`src/rtl/fp_div_ctrl.sv`:
```
// rtl/fp_div_ctrl.sv - request/response front-end for the FP divider
// Holds operands on fp_div, waits for a qualified done or timeout, keeps sticky fflags.
module fp_div_ctrl #(
  parameter int W       = 32,
  parameter int MIN_LAT = 3,
  parameter int TIMEOUT = 64,
  parameter int CW      = 7
) (
  input  logic         clk,
  input  logic         rst,
  input  logic         req_valid,
  output logic         req_ready,
  input  logic [W-1:0] req_a,
  input  logic [W-1:0] req_b,
  input  logic [2:0]   req_rm,
  output logic         res_valid,
  input  logic         res_ready,
  output logic [W-1:0] res_data,
  output logic [4:0]   res_flags,
  output logic         res_timeout,
  output logic [W-1:0] div_in1,
  output logic [W-1:0] div_in2,
  output logic [2:0]   div_round_m,
  output logic         div_act,
  input  logic [W-1:0] div_out,
  input  logic         div_done,
  input  logic         div_ov,
  input  logic         div_un,
  input  logic         div_inv,
  input  logic         div_zero,
  input  logic         div_inexact,
  output logic [4:0]   fflags,
  input  logic         fflags_clr,
  output logic         busy
);

  typedef enum logic [1:0] {IDLE, ISSUE, WAIT, RESP} state_t;

  localparam logic [CW-1:0] MIN_C = CW'(MIN_LAT);
  localparam logic [CW-1:0] TMO_C = CW'(TIMEOUT - 1);
  localparam logic [W-1:0]  QNAN  = W'(32'h7FC0_0000);

  state_t        state, state_nx;
  logic [CW-1:0] cnt;
  logic          done_ok, tmo, capture;
  logic [4:0]    new_flags;

  always_comb begin
    state_nx = state;
    done_ok  = 1'b0;
    tmo      = 1'b0;
    case (state)
      IDLE:  if (req_valid) state_nx = ISSUE;
      ISSUE: state_nx = WAIT;
      WAIT: begin
        // a done seen before MIN_LAT belongs to a previous operation
        done_ok = div_done && (cnt >= MIN_C);
        tmo     = !done_ok && (cnt == TMO_C);
        if (done_ok || tmo) state_nx = RESP;
      end
      RESP:  if (res_ready) state_nx = IDLE;
      default: state_nx = IDLE;
    endcase
  end

  assign capture   = done_ok || tmo;
  assign new_flags = tmo ? 5'b10000 : {div_inv, div_zero, div_ov, div_un, div_inexact};

  assign req_ready = (state == IDLE);
  assign res_valid = (state == RESP);
  assign div_act   = (state == ISSUE) || (state == WAIT);
  assign busy      = (state != IDLE);

  always_ff @(posedge clk or negedge rst) begin
    if (!rst) begin
      state       <= IDLE;
      cnt         <= '0;
      div_in1     <= '0;
      div_in2     <= '0;
      div_round_m <= '0;
      res_data    <= '0;
      res_flags   <= '0;
      res_timeout <= 1'b0;
      fflags      <= '0;
    end else begin
      state <= state_nx;
      if (state == IDLE && req_valid) begin
        div_in1     <= req_a;
        div_in2     <= req_b;
        div_round_m <= req_rm;
      end
      if (state == ISSUE)
        cnt <= '0;
      else if (state == WAIT)
        cnt <= cnt + CW'(1);
      if (capture) begin
        res_data    <= tmo ? QNAN : div_out;
        res_flags   <= new_flags;
        res_timeout <= tmo;
        // clear takes effect before this operation's flags are merged
        fflags      <= (fflags_clr ? 5'b00000 : fflags) | new_flags;
      end else if (fflags_clr) begin
        fflags <= '0;
      end
    end
  end

endmodule
```
`config.mk`:
```
export PLATFORM = sky130hd
export DESIGN_NAME = fp_div_ctrl
export DESIGN_NICKNAME = d
export VERILOG_FILES = /design/src/rtl/fp_div_ctrl.sv
export SDC_FILE = /design/constraint.sdc
export NUM_CORES = 1
export LEC_CHECK = 0
export ABC_AREA = 1
export CELL_PAD_IN_SITES_DETAIL_PLACEMENT = 1
export CELL_PAD_IN_SITES_GLOBAL_PLACEMENT = 1
export CORE_ASPECT_RATIO = 0.75
export CORE_MARGIN = 4
export CORE_UTILIZATION = 34
export CTS_CLUSTER_DIAMETER = 120
export CTS_CLUSTER_SIZE = 24
export DETAILED_ROUTE_END_ITERATION = 12
export MAX_ROUTING_LAYER = met4
export PLACE_DENSITY_LB_ADDON = 0.1
export SLEW_MARGIN = 20
export SYNTH_ARGS = -nofsm -noshare
export SYNTH_HDL_FRONTEND = slang
export SYNTH_SLANG_ARGS = --single-unit
```
`constraint.sdc`:
```
create_clock -name clk -period 3.6 [get_ports clk]
set_input_delay 0.72 -clock clk [delete_from_list [all_inputs] [get_ports clk]]
set_output_delay 0.72 -clock clk [all_outputs]
set_load 0.05 [all_outputs]
```
==> impl.org, run 1 <==
** Run status
- The flow ran to the end, and the final reports show no timing, DRC or antenna violations.

** Yosys
- For this run, the leading register cell type out of synthesis is dfrtp_1.
- The mapped netlist covers 5020 sq um.
- Avg Inst Size Synth :: 11.7 sq um
- FFs w/ async S/R, synth :: 1.00
- In the synthesized netlist, the number of instances is 430.
- Number of warnings printed during yosys synthesis :: 0
- Register bit count reported by yosys :: approximately 120
- Of the synthesized area, sequential elements account for 0.593.
- Number of distinct library cell variants in the gate-level netlist after synthesis :: 26
- Post-synth net total :: roughly 550
- Number of enable flip-flop cells after synthesis :: 0

** Clock tree
- Buffers inserted to repair hold after CTS numbered 0.
- CTS HTree Levels :: 4
- Number of gates resized after cts :: 0
- Deepest clock path buffer count :: 2
- For this design, the sink count on the clock tree is 119.
- Clk_lat worst skew :: 410 ps
- TritonCTS built the clock tree.
- Counting the buffers created by CTS gives 17.
- Post-CTS timing repair inserted 0 buffers for setup.
- The tree is rooted in a clkbuf_16.
- Clock-pin slew on the worst setup and hold paths :: roughly 50 ps

** Route
- M1 WL :: 6760 um
- Routed wl met2 :: 6980 um
- Top routing layer in use :: met4
- Count of routing violations after the opening detailed-route iteration :: 125
- Wire segments on met3 add up to 1430 um in the final route.
- Total iterations of the first detailed-routing run :: 4
- Dividing the detail-routed wire length by the instance count gives about 18 um.
- DRC errors left :: 0
- Detail Route Antenna Nets :: 0
- After detailed routing, the total wire length is roughly 15,000 um.
- In the routed layout, each cell is associated on average with a via count of 4.58.
- Via Count :: 3,977

** Global route
- Entering global routing, the biggest net connects 71 pins.
- Global router's overall resource usage :: 0.191
- Initial antenna violation count :: 0
- Overflow left after global routing :: 0
- Global-route wire length before repair :: about 24,000 um
- Via count of the first global-routing pass :: ~4,400

** Hold path
- The min-delay analysis places its worst path in the category input port to asynchronous set/reset pin.

** Critical path
- The worst register-to-register path has a setup slack of 1340 ps.
- Endpoint arrival time on the critical path :: 2220 ps
- The critical path contains buffers and inverters numbering 2 combined.
- The signal on the critical path passes through inv_1, ha_1, clkdlybuf4s50_1.
- Data on the critical path is required at its endpoint by 2880 ps.
- Master of the slowest instance on the critical path :: clkdlybuf4s50_1
- Type of the worst setup path :: flop to output port
- The endpoint identified for the worst register-to-register timing path is res_flags[1]$_DFFE_PN0N_.
- Path depth of the worst reg2reg path :: 5
- STA classifies the critical path startpoint as a flop.
- Crit-path leading delay family :: buffers and inverters
- In this design, the stage delay of the slowest critical-path cell is 860 ps.
- Critical path endpoint category :: output port
- The worst register-to-register path begins at state[0]$_DFFE_PN0P_.
- Largest fanout on the critical path :: 8

** Placement
- Routability congestion estimate :: 0.792
- Post-place setup slack :: between 1000 and 1500 ps
- Count of port buffers added during placement :: 223
- Total half-perimeter wirelength after legalization and detailed placement :: 11,400 um

** STA
- Fmax :: 340 MHz
- RSZ-0062 raised after global routing :: false
- For the pin with the worst max-slew slack, the measured transition is 998 ps.
- The number of slew-limit violations in the final report is 0.
- Of the available clock period, the critical path in the final layout requires 0.818.
- The worst path needs about 2900 ps of the cycle, external delays included.
- The number of endpoints with negative hold slack in the final report came to 0.
- Setup violations remaining at the end of the flow were counted as 0.
- The worst pin sits at a relative slew slack of 0.332.
- Setup slack on the critical path of the routed design comes to 655 ps.
- For the final database, setup skew stands at just over 8 ps.
- Summed over all failing endpoints, the final setup total negative slack is 0 ps.

** Die
- Number of rows in the core area :: 38
- The floorplan step defined a core boundary enclosing 14,500 sq um.
- Measured along the x axis, the die boundary spans roughly 150 um.
- I/O pins :: between 200 and 250
- Measured along the y axis, the die boundary spans roughly 110 um.
- For this configuration, the core starts out at a cell density of 0.347.
- The die covers between 15,000 and 20,000 sq um.

** Power
- Leakage power :: around 0.0036 uW
- Power per cell area :: between 1000 and 1500 nW/um^2
- The worst-case IR drop observed on VDD is 0.421 mV.

** Run
- Max-cap violation count :: 0

** Finish
- Antenna cells :: 0
- Fillcell total :: 1,534
- Of the cells placed in the final design, the portion with a size suffix greater than 1 is 0.141.
- Compared with the post-synthesis result, the final layout area differs by 59.4%.
- Most frequent cells in the layout :: clkdlybuf4s50_1 (222), dfrtp_1 (119), inv_1 (67)
- At the end of the flow, the number of nets in the layout was between 700 and 800.
- The library cell used most frequently in the layout, excluding fill and tap cells, is clkdlybuf4s50_1.
==> stage by stage <==
| stage | std cells | cell area (sq um) | total power, uW | utilization | hold WS, ps |
|---|---|---|---|---|---|
| after floorplan | 430 | 5020 | 5490 | - | 424 |
| after detailed placement | 837 | 7410 | 7260 | 0.513 | 479 |
| after global routing | 869 | 8000 | 9310 | 0.553 | 499 |
| final | 869 | 8000 | 8860 | 0.553 | 433 |
| after CTS | 869 | 8000 | 8980 | 0.553 | 477 |
| after global placement | 837 | 7410 | 7130 | 0.513 | 470 |
==> kinds of logic (layout without fill, tap and decap cells) <==
family | count (synthesis) | after routing | share of synthesized area
mux | 67 | 67 | 0.150
simple gates | 108 | 108 | 0.123
compound gates | 41 | 41 | 0.0411
flops | 119 | 119 | 0.593
buf+inv | 90 | 329 | 0.0798
fa+ha+maj | 5 | 5 | 0.0125
==> cells in the mapped netlist (8+ instances only) <==
cell type,number,area (sq um)
inv_1,67,251
nand4_1,9,56.3
mux2_2,30,338
o21ai_1,32,160
nand3_2,22,220
nand2_1,36,135
buf_2,8,40.0
nand3_1,22,110
dfrtp_1,119,2980
nor2_1,8,30.0
buf_4,8,60.1
mux2_1,37,417
==> routing by layer <==
| metal | track usage | vias up |
|---|---|---|
| li1 | - | 1871 |
| met1 | 0.231 | 1928 |
| met2 | 0.296 | 158 |
| met3 | 0.0805 | 20 |
| met4 | 0.0560 | 0 |
| met5 | - | - |
==> registers in the layout (all words and copies together) (netlist names) <==
register / flops
div_in1: 32
res_data: 32
div_in2: 32
state: 2
res_flags: 5
res_timeout: 1
div_round_m: 3
cnt: 7
fflags: 5
==> layout make-up <==
class,instances,area (sq um),share of cell area
multi-input combinational,221,1650,0.206
tap,200,250,0.0313
clock buffer,21,460,0.0576
clock inverter,11,125,0.0156
timing repair buffer,228,2280,0.285
inverter,69,259,0.0324
sequential,119,2980,0.372
==> worst reg2reg max path: cells and delay by family, from the launching register on <==
family                     cells  cell delay, ps
and+or+nand+nor                2            1010
adders and majority gates      1             520
DFF                            1             410
buffers and inverters          1             100
AOI/OAI and AO/OA              1              90
==> how the worst max path moves through the flow <==
stage / cells after the start / start / end / slack (ps)
floorplan: 3 / state[0]$_DFFE_PN0P_ / busy / 1550
global route: 3 / state[1]$_DFFE_PN0P_ / div_act / 560
finish: 3 / state[1]$_DFFE_PN0P_ / div_act / 660
CTS: 3 / state[1]$_DFFE_PN0P_ / div_act / 650
global placement: 4 / req_valid / div_in1[22]$_DFFE_PN0P_ / 1070
detailed placement: 4 / req_valid / div_in1[27]$_DFFE_PN0P_ / 1010
==> report_power, final <==
| group | total (uW) | switching, uW | internal, uW | leakage [uW] |
|---|---|---|---|---|
| Clock | 1660 | 608 | 1050 | 0.000271 |
| Combinational | 4870 | 3200 | 1670 | 0.00190 |
| Sequential | 2330 | 367 | 1960 | 0.00144 |
Note: power is estimated with default switching activity, not from simulation.
==> run 2, diff against run 1 <==
--- a/config.mk
+++ b/config.mk
@@ -10,7 +10,7 @@
 export CELL_PAD_IN_SITES_GLOBAL_PLACEMENT = 1
 export CORE_ASPECT_RATIO = 0.75
 export CORE_MARGIN = 4
-export CORE_UTILIZATION = 34
+export CORE_UTILIZATION = 32
 export CTS_CLUSTER_DIAMETER = 120
 export CTS_CLUSTER_SIZE = 24
 export DETAILED_ROUTE_END_ITERATION = 12
==> constraint.sdc (replaced) <==
create_clock -name clk -period 3.06 [get_ports clk]
set_input_delay 0.612 -clock clk [delete_from_list [all_inputs] [get_ports clk]]
set_output_delay 0.612 -clock clk [all_outputs]
set_load 0.05 [all_outputs]
==> run 2 against run 1 <==
Sequential share of layout area fell by 0.61 points; clock power rose by 31%; sequential power rose by 17%; setup slack got worse by 410 ps; highest routed layer unchanged.
==> impl.org, run 2 (synthesis results as in run 1) <==
** Clock tree
- The register clock-pin slew on the reported worst setup and hold paths is 60 ps (about the same).
- Deepest clock path buffer count :: 2 (unchanged)
- Clk sink count :: 119 (unchanged)
- The root buffer cell chosen for the clock tree is clkbuf_16.
- TritonCTS built the clock tree.
- Number of gates resized after cts :: 0 (unchanged)
- The post-CTS setup buffer count was 0 (unchanged).
- CTS HTree Levels :: 4 (unchanged)
- Number of CTS-inserted buffers :: 17 (unchanged)
- Count of hold-fix buffers inserted at cts :: 0 (unchanged)
- The clock latency on the worst-skew pair came to 410 ps (about the same).

** STA
- The total negative slack for setup checks is 0 ps (unchanged).
- Post-layout minimum cycle time :: 2810 ps
- The final setup violation count was 0 (unchanged).
- Fmax :: 355 MHz
- RSZ-0062 raised after global routing :: false
- Max Transition Viols Final :: 0 (unchanged)
- Slew HR :: 0.625 (+0.293)
- Final setup slack of the worst path :: 246 ps (-410 ps)
- In the finished design, the share of the clock period the worst path needs comes to 0.920.
- The number of endpoints with negative hold slack in the final report is 0 (unchanged).
- The clock skew after layout was 14.8 ps (+6.52 ps).
- Worst Tran Pin Value :: 561 ps (-438 ps)

** Route
- The total via count in the routed design is 3,976 (-0.025%).
- WL final :: 14,900 um (-2.9%)
- Avg WL per Cell :: 17.0 um (-4.0%)
- Detail Route Antenna Nets :: 0 (unchanged)
- The detailed-route DRC error count was 0 (unchanged).
- Per-cell via count in the routed design :: 4.52 (-1.2%)
- The number of design-rule violations left by the first detailed-router iteration was 123 (-1.6%).
- The first-pass iteration count of the detailed router came to 4 (unchanged).

** Finish
- Nets :: 776 (+0.65%)
- Share of cells above drive strength 1 :: 0.150 (+0.00934)
- Antenna cells :: 0 (unchanged)
- Compared with the post-synthesis result, the final layout area differs by 62.0%.
- The largest registers in the layout are div_in1 x32, div_in2 x32, res_data x32.
- Most frequent standard cell in the layout excluding fill and tap cells :: clkdlybuf4s50_1
- The final instance area is 8130 sq um (+1.7%).
- The number of standard cells in the final layout excluding fillers came to 879 (+1.2%).
- In the layout the commonest cells are clkdlybuf4s50_1 (222), dfrtp_1 (119), inv_1 (67).

** Global route
- Overflow left after global routing :: 0 (unchanged)
- The global-route wire length before repair was 23,700 um (-1.7%).
- The initial antenna violation count is 0 (unchanged).
- The maximum number of pins on one net before global-route repair was 48 (-32%).
- The total routing usage reported by global routing is 0.177 (-0.0146).
- The via count of the first global-routing pass is 4,379 (+0.64%).

** Die
- The number of primary I/O pins came to 224 (unchanged).
- The height of the die was 116 um (+2.9%).
- The standard-cell row count came to 39 (+2.6%).
- The placeable core region was 15,300 sq um (+6.0%).
- Effective utilization at floorplan :: 0.328 (-0.0197)
- Chip width :: 153 um (+2.9%)
- The area of the die is 17,800 sq um (+5.9%).

** Critical path
- The worst setup path is launched from a flop.
- The most critical setup path has its startpoint at state[0]$_DFFE_PN0P_.
- The worst register-to-register path ends at res_data[1]$_DFFE_PN0N_.
- In this run the critical register-to-register path is launched from cnt[0]$_DFFE_PN0P_.
- Setup slack of the most critical reg-to-reg path :: 850 ps (-490 ps)
- In this run the worst setup path terminates at div_act.
- The endpoint arrival time on the critical path came to 2200 ps (-20 ps).
- STA classifies the critical path endpoint as an output port.
- The peak fanout along the critical path was 8 (unchanged).
- The worst reg2reg path depth is 9 (+4).
- The required time of the critical path is 2450 ps (-430 ps).
- Type of the worst setup path :: flop to output port

** Run status
- Outcome :: completed

** Power
- The leakage power came to 0.00370 uW (+2.3%).
- Power per cell area :: 1310 nW/um^2 (+18%)
- Peak ir drop on the vdd network :: 0.841 mV (+100%)
- The power consumption is 10,600 uW (+20%).

** Placement
- Total half-perimeter wirelength after legalization and detailed placement :: 11,300 um (-1.3%)
- Placed Cells incl. Taps :: 847 (+1.2%)
- Cell area after placement :: 7480 sq um (+0.93%)
- The setup slack at placement is 688 ps (-321 ps).
- The quantity of I/O buffers inserted on ports is 223 (unchanged).
- Routability congestion estimate :: 0.821 (+3.7%)

** Run
- Max-cap violation count :: 0 (unchanged)

** Hold path
- Tightest Hold Check Type :: input port to asynchronous set/reset pin
## run 2: area by class of cell
class	instances	area [sq um]
Fill cell	1640	7190
Sequential cell	119	2980
Timing Repair Buffer	233	2340
Multi-Input combinational cell	221	1650
Clock buffer	21	480
Inverter	69	259
Tap cell	205	256
Clock inverter	11	169
## run 2: through the flow
stage	hold slack (ps)	util
global placement	468	0.488
floorplan	316	-
detailed placement	478	0.488
finish	144	0.531
global route	167	0.531
CTS	153	0.531
## run 2: worst min path at each step
| stage | from | end | depth (start not counted) | slack (ps) |
|---|---|---|---|---|
| CTS | rst | res_data[13]$_DFFE_PN0N_ | 1 | 150 |
| floorplan | rst | cnt[0]$_DFFE_PN0P_ | 0 | 320 |
| finish | rst | res_data[13]$_DFFE_PN0N_ | 1 | 140 |
| global placement | fflags[4]$_DFF_PN0_ | fflags[4]$_DFF_PN0_ | 2 | 470 |
| detailed placement | fflags[4]$_DFF_PN0_ | fflags[4]$_DFF_PN0_ | 2 | 480 |
| global route | rst | res_data[13]$_DFFE_PN0N_ | 1 | 170 |
## run 2: critical path: stages, from the launching register on
cell	delay, ps
dfrtp_1	420
inv_1	100
ha_1	420
clkdlybuf4s50_1	850
## run 2: metal layers
layer | wire length [um] | GRT usage | up-vias | part of all wire
met5 | 0 | - | - | 0
met4 | 172 | 0.0522 | 0 | 0.012
met3 | 1190 | 0.0770 | 10 | 0.079
met2 | 7120 | 0.277 | 136 | 0.48
met1 | 6460 | 0.209 | 1961 | 0.43
li1 | - | - | 1869 | -
## run 2: where the power goes
group	internal, uW	switching (uW)	total, uW
combinational	1990	3750	5740
clock	1450	724	2170
sequential	2310	420	2730
total	5750	4890	10600
==> run 3, diff against run 2 <==
--- a/config.mk
+++ b/config.mk
@@ -10,10 +10,11 @@
 export CELL_PAD_IN_SITES_GLOBAL_PLACEMENT = 1
 export CORE_ASPECT_RATIO = 0.75
 export CORE_MARGIN = 4
-export CORE_UTILIZATION = 32
+export CORE_UTILIZATION = 41
 export CTS_CLUSTER_DIAMETER = 120
 export CTS_CLUSTER_SIZE = 24
 export DETAILED_ROUTE_END_ITERATION = 12
+export DONT_BUFFER_PORTS = 1
 export MAX_ROUTING_LAYER = met4
 export PLACE_DENSITY_LB_ADDON = 0.1
 export SLEW_MARGIN = 20
==> run 3 against run 2 <==
The flow now finishes with violations (negative hold slack); global-route usage shrank 0.23 points; design area shrank 29%; routed wire length shrank 20%; utilization shrank 4.2 points; setup slack gained 530 ps; sequential cell count is the same; cell count shrank 31%; critical path type unchanged.
==> impl.org, run 3 (synthesis results as in run 1) <==
** Run status
- The run finished, with violations left.
- The final reports fail on negative hold slack.

** Clock tree
- Clk sink count :: 119 (unchanged)
- The depth of the CTS H-tree came to 4 (unchanged).
- The largest buffer count on any clock path came to 2 (unchanged).
- The register clock-pin slew on the reported worst setup and hold paths came to 60 ps (about the same).
- The total of cells resized after clock tree synthesis came to 0 (unchanged).
- Clk Tree Root Cell :: clkbuf_16
- The post-CTS setup buffer count is 0 (unchanged).
- TritonCTS built the clock tree.
- Number of CTS-inserted buffers :: 17 (unchanged)
- The clock latency on the worst-skew pair is 410 ps (about the same).

** Placement
- Total half-perimeter wirelength after legalization and detailed placement :: 8700 um (-23%)
- Routability congestion estimate :: 0.727 (-11%)
- The number of instances in the placed design is 576 (-32%).
- The quantity of I/O buffers inserted on ports was 0 (-100%).

** Critical path
- The worst setup path is of the flop to output port kind.
- Launching element type of the critical path :: flop
- Slowest cell delay on critical path :: 400 ps (-450 ps)
- The worst setup path is captured at an output port.
- Master of the slowest instance on the critical path :: dfrtp_1
- Endpoint arrival time on the critical path :: 1670 ps (-530 ps)
- CP Cell Sequence :: inv_1, ha_1, buf_4, inv_1
- The peak fanout along the critical path is 4 (-4).
- In this design, the critical path's most frequently occurring cell is inv_1.
- The required time of the critical path was 2450 ps (about the same).

** Global route
- Global router's overall resource usage :: 0.174 (-0.00233)
- Layer with the highest usage :: met2
- Pin count of the biggest net entering global routing :: 120 (+150%)
- Via count of the first global-routing pass :: 3,249 (-26%)
- The met2 routing resource usage after global routing came to 0.254 (-0.0232).
- Initial antenna violation count :: 1 (+1)
- Met3 routing resource usage after global routing :: 0.0940 (+0.0170)
- The global-route wire length before repair was 18,400 um (-22%).
- Overflow left after global routing :: 0 (unchanged)
- Grt met1 use :: 0.208 (-0.000517)

** Finish
- The share of final-layout standard cells stronger than drive strength 1 came to 0.213 (+0.0632).
- Post-Layout Cell Count :: 609 (-31%)
- The library cells used most frequently in the layout, excluding fill and tap cells, are dfrtp_1 (119), inv_1 (67), mux2_1 (37).
- The library cell used most frequently in the layout, excluding fill and tap cells, is dfrtp_1.
- Synth-to-layout area growth :: 14.8%
- Leading registers by flop count :: div_in1 x32, div_in2 x32, res_data x32
- The net total in the final layout is 548 (-29%).

** STA
- The highest clock frequency the design can meet was 438 MHz (+23%).
- Setup repair after global routing left no endpoint under its margin.
- Skew final :: 6.54 ps (-8.27 ps)
- The total negative slack for setup checks came to 0 ps (unchanged).
- Max Transition Viols Final :: 0 (unchanged)
- Worst Tran Pin Value :: 666 ps (+105 ps)
- The final critical delay including setup and external delays was 2280 ps (-533 ps).
- Worst slack on hold paths :: -108 ps (-252 ps)
- The number of endpoints with negative hold slack in the final report was 119 (+119).
- Slew HR :: 0.556 (-0.0686)
- The fraction of the cycle the final worst path needs was 0.746 (-0.174).
- The final setup violation count came to 0 (unchanged).

** Route
- DRC errors left :: 0 (unchanged)
- The detail-routed net length per standard cell was 19.7 um (+16%).
- The residual antenna-violating net count after detailed routing is 0 (unchanged).
- The detailed-route wire length was 12,000 um (-20%).
- Count of routing violations after the opening detailed-route iteration :: 87 (-29%)
- Per-cell via count in the routed design :: 5.11 (+13%)
- Total iterations of the first detailed-routing run :: 4 (unchanged)
- The total via count in the routed design is 3,112 (-22%).

** Die
- Die area :: 14,100 sq um (-21%)
- Vert. Die Dim :: 104 um (-11%)
- The starting density of the core came to 0.426 (+0.0984).
- I/O pins :: 224 (unchanged)
- The placeable core region came to 11,800 sq um (-23%).
- Chip width :: 136 um (-11%)
- The standard-cell row count is 34 (-13%).

** Hold path
- The tightest min-delay check is of the input port to asynchronous set/reset pin type.

** Run
- The reported max-cap violation count is 0 (unchanged).
==> run 3: per-stage QoR <==
step                utilization  setup WS, ps  hold slack, ps  area, sq um
finish                    0.489           778            -108         5760
global route              0.489           656            -139         5760
CTS                       0.489           739            -130         5760
detailed placement        0.437           998             319         5150
global placement          0.437          1090             320         5150
floorplan                     -          1120             316         5020
==> run 3: cell type report <==
cell class | instances | area (sq um)
diodes | 1 | 2.50
clock buffers | 18 | 439
clock inverters | 14 | 174
fillers | 1257 | 6020
inverters | 69 | 259
multi-input cells | 221 | 1650
flip-flops and latches | 119 | 2980
well taps | 162 | 203
repair buffers | 5 | 62.6
==> run 3: worst max-delay path, delay by kind of cell (launching register included) <==
family     cells  cell delay, ps
buf+inv        3             660
flops          1             400
fa+ha+maj      1             190
==> run 3: routing by layer <==
| metal | vias up | wire length, um |
|---|---|---|
| met5 | - | 0 |
| met3 | 9 | 1590 |
| met2 | 151 | 5470 |
| li1 | 1433 | - |
| met4 | 0 | 109 |
| met1 | 1519 | 4810 |
==> run 3: path summary, 6_finish.rpt <==
path	startpoint	endpoint	slack (ps)	depth (start not counted)
max	state[0]$_DFFE_PN0P_	busy	780	4
min	rst	res_data[25]$_DFFE_PN0N_	-110	0
max reg2reg	cnt[0]$_DFFE_PN0P_	res_flags[1]$_DFFE_PN0N_	1000	9
min reg2reg	cnt[0]$_DFFE_PN0P_	cnt[0]$_DFFE_PN0P_	550	1
max in group asynchronous	rst	div_in2[9]$_DFFE_PN0P_	2980	0
min in group clk	div_out[12]	res_data[12]$_DFFE_PN0N_	330	2
Power of run 3 is not shown: default switching activity piles up to over one toggle a cycle in this logic, so the estimate is an artifact.
